`config.mk`:
```
export PLATFORM = sky130hd
export DESIGN_NAME = rom_loader
export DESIGN_NICKNAME = d
export VERILOG_FILES = /design/src/rtl/rom_loader.sv
export SDC_FILE = /design/constraint.sdc
export NUM_CORES = 1
export LEC_CHECK = 0
export ABC_AREA = 1
export CAP_MARGIN = 20
export CORE_UTILIZATION = 35
export DETAILED_ROUTE_END_ITERATION = 7
export SYNTH_ARGS = -nofsm -noshare
export SYNTH_HDL_FRONTEND = slang
export SYNTH_SLANG_ARGS = --single-unit
```
`constraint.sdc`:
```
create_clock -name clock_i -period 2.6 [get_ports clock_i]
set_input_delay 0.39 -clock clock_i [delete_from_list [all_inputs] [get_ports clock_i]]
set_output_delay 0.39 -clock clock_i [all_outputs]
set_load 0.005 [all_outputs]
```
`src/rtl/rom_loader.sv`:
```
// Boot copy engine: streams the program ROM into main memory, then releases the CPU from reset.
// Latency: start sampled in cycle 0, first write request in cycle 2, 2 cycles per byte with mem_ready_i high.
// Backpressure: a write is held with stable address/data while mem_ready_i is low; each stall cycle adds one cycle.
module rom_loader #(
   parameter logic [31:0] BASE_ADDRESS = 32'd0,
   parameter logic [31:0] MAX_BYTES    = 32'd65536
) (
   input  logic        clock_i,
   input  logic        reset_i,
   input  logic        start_i,
   output logic [31:0] rom_address_o,
   input  logic [7:0]  rom_byte_i,
   input  logic        rom_done_i,
   output logic [31:0] mem_address_o,
   output logic [7:0]  mem_data_o,
   output logic        mem_write_o,
   input  logic        mem_ready_i,
   output logic        busy_o,
   output logic        load_complete_o,
   output logic        cpu_reset_o,
   output logic        error_o,
   output logic [7:0]  checksum_o,
   output logic [31:0] byte_count_o
);

   typedef enum logic [2:0] {
      S_IDLE  = 3'd0,
      S_READ  = 3'd1,
      S_WRITE = 3'd2,
      S_DONE  = 3'd3,
      S_ERROR = 3'd4
   } state_t;

   state_t      state_q, state_d;
   logic [31:0] rom_address_q, rom_address_d;
   logic [31:0] mem_address_q, mem_address_d;
   logic [7:0]  mem_data_q, mem_data_d;
   logic        last_q, last_d;
   logic [7:0]  checksum_q, checksum_d;
   logic [31:0] byte_count_q, byte_count_d;

   // Status flags are registered copies decoded from the next state, so every
   // output is a flop and there is no input-to-output combinational path.
   logic        mem_write_q, mem_write_d;
   logic        busy_q, busy_d;
   logic        load_complete_q, load_complete_d;
   logic        cpu_reset_q, cpu_reset_d;
   logic        error_q, error_d;

   // State register and datapath registers; reset abandons any pending write.
   always_ff @(posedge clock_i) begin
      if (reset_i) begin
         state_q         <= S_IDLE;
         rom_address_q   <= '0;
         mem_address_q   <= '0;
         mem_data_q      <= '0;
         last_q          <= 1'b0;
         checksum_q      <= '0;
         byte_count_q    <= '0;
         mem_write_q     <= 1'b0;
         busy_q          <= 1'b0;
         load_complete_q <= 1'b0;
         cpu_reset_q     <= 1'b1;
         error_q         <= 1'b0;
      end else begin
         state_q         <= state_d;
         rom_address_q   <= rom_address_d;
         mem_address_q   <= mem_address_d;
         mem_data_q      <= mem_data_d;
         last_q          <= last_d;
         checksum_q      <= checksum_d;
         byte_count_q    <= byte_count_d;
         mem_write_q     <= mem_write_d;
         busy_q          <= busy_d;
         load_complete_q <= load_complete_d;
         cpu_reset_q     <= cpu_reset_d;
         error_q         <= error_d;
      end
   end

   // Next-state and datapath updates: READ captures one ROM byte, WRITE waits for acceptance.
   always_comb begin
      state_d       = state_q;
      rom_address_d = rom_address_q;
      mem_address_d = mem_address_q;
      mem_data_d    = mem_data_q;
      last_d        = last_q;
      checksum_d    = checksum_q;
      byte_count_d  = byte_count_q;

      unique case (state_q)
         S_IDLE: begin
            rom_address_d = '0;
            if (start_i) begin
               state_d = S_READ;
            end
         end

         S_READ: begin
            // rom_byte_i/rom_done_i are combinational from the registered address,
            // which has been stable since the previous edge.
            mem_data_d    = rom_byte_i;
            mem_address_d = BASE_ADDRESS + rom_address_q;
            last_d        = rom_done_i;
            state_d       = S_WRITE;
         end

         S_WRITE: begin
            if (mem_ready_i) begin
               checksum_d   = checksum_q + mem_data_q;
               byte_count_d = byte_count_q + 32'd1;
               // The final image byte wins over the length limit: an image of
               // exactly MAX_BYTES bytes still completes normally.
               if (last_q) begin
                  state_d = S_DONE;
               end else if (byte_count_d == MAX_BYTES) begin
                  state_d = S_ERROR;
               end else begin
                  rom_address_d = rom_address_q + 32'd1;
                  state_d       = S_READ;
               end
            end
         end

         S_DONE: begin
            state_d = S_DONE;
         end

         S_ERROR: begin
            state_d = S_ERROR;
         end

         default: begin
            state_d = S_IDLE;
         end
      endcase
   end

   // Moore status decode from the next state, registered alongside it.
   always_comb begin
      mem_write_d     = (state_d == S_WRITE);
      busy_d          = (state_d == S_READ) || (state_d == S_WRITE);
      load_complete_d = (state_d == S_DONE);
      error_d         = (state_d == S_ERROR);
      cpu_reset_d     = (state_d != S_DONE);
   end

   assign rom_address_o   = rom_address_q;
   assign mem_address_o   = mem_address_q;
   assign mem_data_o      = mem_data_q;
   assign mem_write_o     = mem_write_q;
   assign busy_o          = busy_q;
   assign load_complete_o = load_complete_q;
   assign cpu_reset_o     = cpu_reset_q;
   assign error_o         = error_q;
   assign checksum_o      = checksum_q;
   assign byte_count_o    = byte_count_q;

endmodule

```
==> run summary <==
LOGIC SYNTHESIS
----------------------------------------------------------------------------------
Top cells by area in the synthesized netlist                          sky130_fd_sc_hd__dfxtp_1 (35%), sky130_fd_sc_hd__nand2_1 (10%), sky130_fd_sc_hd__nor2_1 (10%), sky130_fd_sc_hd__o21ai_0 (6.1%), sky130_fd_sc_hd__inv_1 (5.9%)
Number of synthesized flops with an enable pin                                   0
Flops & latches, synth                                                         121
Number of distinct library cells after synthesis                                38
Most used standard cell by instance count after synthesis             sky130_fd_sc_hd__nand2_1
Cell accounting for the most synthesized area                         sky130_fd_sc_hd__dfxtp_1
Simple-gate portion of the synthesized area                                  35.2%
Portion of the post-synthesis area used by sequential elements               34.7%
Post-synthesis instance area                                              6980 µm²
Async SR Flop Fraction                                                          0%
Multiplexer area fraction after synthesis                                       0%
Synth Instances                                                               1047
Compound-cell area share of the yosys netlist                                14.8%
Post-Synthesis Net Count                                                      1070
Share of the synthesized area in the top cell type                           34.7%
Largest family of logic cells by synthesized area                     simple AND/OR/NAND/NOR gates
Most common library cells after synthesis                             sky130_fd_sc_hd__nand2_1 (194), sky130_fd_sc_hd__nor2_1 (191), sky130_fd_sc_hd__dfxtp_1 (121)
Syn avg cell area                                                         6.67 µm²
Adder and majority cell fraction of the synthesized area                     1.90%
Area share of xor/xnor cells in the synthesized design                       4.26%
Most common flop cell mapped by yosys                                 sky130_fd_sc_hd__dfxtp_1
Synthesis warning total                                                          0

DETAILED ROUTING
----------------------------------------------------------------------------------
Post-route DRC                                                                   0
Routed length per placed instance                                          14.6 µm
DRC marker count from the first detailed-route iteration                       456
Total detailed-routing wirelength                                          21.5 mm
Vias per cell                                                                 4.89
Count of antenna-violating nets left after detailed routing                      0
Total number of vias                                                          7197
First-pass detailed-route iteration total                                        5

CLOCK TREE
----------------------------------------------------------------------------------
Reg clk slew, reported paths                                               0.06 ns
Worst-case clock buffer depth                                                    2
Number of buffers created by CTS                                                17
Root buffer cell                                                      sky130_fd_sc_hd__clkbuf_16
Sinks on Clock Net                                                             121
Later-pin clock latency in the skew report                                 0.42 ns
Hold buffer count at CTS                                                         0
TritonCTS clock tree                                                          done
CTS HTree Levels                                                                 4

PLACED DESIGN
----------------------------------------------------------------------------------
Gp weighted congestion                                                       0.900
Final HPWL from detailed placement                                         15.3 mm
Placement Cell Area                                                       8660 µm²
# placed instances                                                            1429
Worst slack after detailed placement                                    0.00947 ns
Number of buffers inserted by port buffering                                   129

FLOORPLAN
----------------------------------------------------------------------------------
Count of pins on the block boundary                                            130
Die Span X                                                                  143 µm
Core ar.                                                                 19500 µm²
Total Die Area                                                           20500 µm²
Number of core rows                                                             51
Chip height                                                                 143 µm
Starting utilization of the core area                                        35.8%

CELLS AND AREA
----------------------------------------------------------------------------------
Signed area change from the synthesized netlist to the final layout          35.3%
Layout fillers                                                                1979
Utilization after layout                                                     48.4%
Filler-free cell count of the finished design                                 1473
Fin area                                                                  9450 µm²
Layout cell share with drive strength beyond 1                               15.0%
Nets                                                                          1218
ANT cells                                                                        0

CRITICAL PATH
----------------------------------------------------------------------------------
CP Launch Point                                                       byte_count_o[0]
Critical Path, Cell by Cell                                           buf_6, clkinvlp_4, nor2_8, nand2_4, o21ai_1, nand2_1, nor2_2, nand2_1, nor3_2, nand3_1, nand2_2, nand2_4, nand2_8, clkbuf_16, nand2_2, a21oi_2
Largest fanout on the critical path                                              8
End of the worst register-to-register path                            rom_address_o[12]
Worst reg2reg startpoint                                              byte_count_o[0]
Worst R2R Path Depth                                                            16
Flop-to-flop setup slack                                                    0.1 ns
Worst Path Class, Setup                                                 reg -> reg
Worst-path cell with the longest stage delay                          sky130_fd_sc_hd__dfxtp_4
Critical Path End                                                     rom_address_o[12]
Delay of the slowest cell on the worst path                                0.36 ns
Type of destination of the critical path                                      flop
Req. time, crit path                                                       2.95 ns
Critical Path Source Type                                                     flop
CP Data Arrival Time                                                       2.85 ns

TIMING
----------------------------------------------------------------------------------
Worst hold margin                                                         0.473 ns
Setup Skew                                                              0.00795 ns
Unrepaired setup endpoints after global routing                                yes
Worst-margin pin slew                                                     0.952 ns
Worst slew margin relative to its limit                                      36.5%
Number of hold violations in the final report                                    0
Final setup violating endpoints                                                  0
Max-slew violation count                                                         0
Worst setup slack after layout                                           0.0961 ns
Peak clock frequency supported by timing                                   399 MHz
Fin Setup TNS                                                                 0 ns
Period utilisation layout                                                    96.3%
Minimum period implied by the final worst setup slack                      2.50 ns

POWER AND IR DROP
----------------------------------------------------------------------------------
Power density normalized to cell area                                   597 nW/µm²
Peak supply drop                                                            451 µV
Power Total                                                                5.64 mW
Leak pwr                                                                   3.78 nW

GRT
----------------------------------------------------------------------------------
Vias in the first global route                                                6717
Antenna violations before repair                                                 1
Aggregate global-route resource usage                                        21.3%
Maximum number of pins on one net before global-route repair                    63
GRT Residual Overflow                                                            0
Global-route wire length before repair                                     34.1 mm

WORST HOLD PATH
----------------------------------------------------------------------------------
Class of the worst hold path                                            reg -> reg
Hold Path Depth                                                                  2
Critical hold path startpoint                                               last_q

JOB
----------------------------------------------------------------------------------
Number of max-cap violations                                                     0

RUN STATUS
----------------------------------------------------------------------------------
Outcome                                                                  completed

==> kinds of logic after synthesis <==
kind of cell    after synthesis
compound gates              179
buf+inv                     156
fa+ha+maj                    10
simple gates                547
flops                       121
xor+xnor                     34
==> cell usage in the layout, fill, tap and decap left out, types with 3 or more instances in the layout <==
master and instances:
sky130_fd_sc_hd__a21oi_1 51, sky130_fd_sc_hd__a21oi_2 30, sky130_fd_sc_hd__buf_12 3, sky130_fd_sc_hd__buf_4 34, sky130_fd_sc_hd__clkbuf_16 19, sky130_fd_sc_hd__clkbuf_8 3, sky130_fd_sc_hd__clkdlybuf4s50_1 128, sky130_fd_sc_hd__clkinvlp_4 4
sky130_fd_sc_hd__dfxtp_1 115, sky130_fd_sc_hd__dfxtp_2 5, sky130_fd_sc_hd__ha_1 8, sky130_fd_sc_hd__inv_1 109, sky130_fd_sc_hd__inv_6 4, sky130_fd_sc_hd__nand2_1 192, sky130_fd_sc_hd__nand2_2 39, sky130_fd_sc_hd__nand2_4 4
sky130_fd_sc_hd__nand3_1 58, sky130_fd_sc_hd__nand3_2 3, sky130_fd_sc_hd__nand3b_1 4, sky130_fd_sc_hd__nand4_1 14, sky130_fd_sc_hd__nor2_1 185, sky130_fd_sc_hd__nor2_2 8, sky130_fd_sc_hd__nor2_4 5, sky130_fd_sc_hd__nor2_8 3
sky130_fd_sc_hd__nor3_1 21, sky130_fd_sc_hd__nor4_1 6, sky130_fd_sc_hd__o21ai_0 84, sky130_fd_sc_hd__o21ai_1 4, sky130_fd_sc_hd__o21bai_1 3, sky130_fd_sc_hd__xnor2_1 17, sky130_fd_sc_hd__xor2_1 17
==> report_power, final <==
| group | switching, mW | internal [mW] | leakage (nW) |
|---|---|---|---|
| Sequential | 0.118 | 2.00 | 0.987 |
| Clock | 0.932 | 1.40 | 0.280 |
| Combinational | 0.628 | 0.556 | 2.51 |
| Total | 1.68 | 3.96 | 3.78 |
==> registers in the layout (all words and copies together), names as in the netlist <==
register / flops
mem_write_o: 1
mem_address_o: 32
last_q: 1
error_o: 1
mem_data_o: 8
rom_address_o: 32
state_q: 3
load_complete_o: 1
checksum_o: 8
busy_o: 1
byte_count_o: 32
cpu_reset_o: 1
==> worst min path at each step <==
| stage | to | slack [ns] |
|---|---|---|
| finish | last_q | 0.47 |
| global route | last_q | 0.52 |
| CTS | last_q | 0.48 |
| detailed placement | last_q | 0.48 |
| global placement | last_q | 0.47 |
| floorplan | last_q | 0.44 |
==> area by class of cell <==
type | instances | area (µm²) | share of cell area [%]
Multi-Input combinational cell | 771 | 4000 | 42.3
Sequential cell | 121 | 2430 | 25.7
Timing Repair Buffer | 170 | 1670 | 17.7
Clock buffer | 20 | 467 | 4.94
Inverter | 114 | 432 | 4.57
Tap cell | 265 | 332 | 3.51
Clock inverter | 12 | 115 | 1.22
==> per-layer routing <==
metal | track usage, % | vias up | routed length (µm)
met5 | 0 | - | 9
met3 | 4.86 | 25 | 975
met2 | 36.6 | 160 | 10500
met4 | 6.10 | 2 | 272
met1 | 26.5 | 3347 | 9780
li1 | - | 3663 | -
==> timing repair <==
item | CTS | global route
setup buffers | 0 | 9
gates resized for setup | 1 | 25
endpoints found under the setup margin | 19 | 37
pin swaps | 0 | 5
gates cloned | 0 | 3
==> critical path, delay by kind of cell (launching register included) <==
kind	cells	cell delay (ns)
AOI/OAI and AO/OA	2	0.26
buffers and inverters	3	0.42
DFF	1	0.36
and+or+nand+nor	11	1.38
Note: power is estimated with default switching activity, not from simulation.
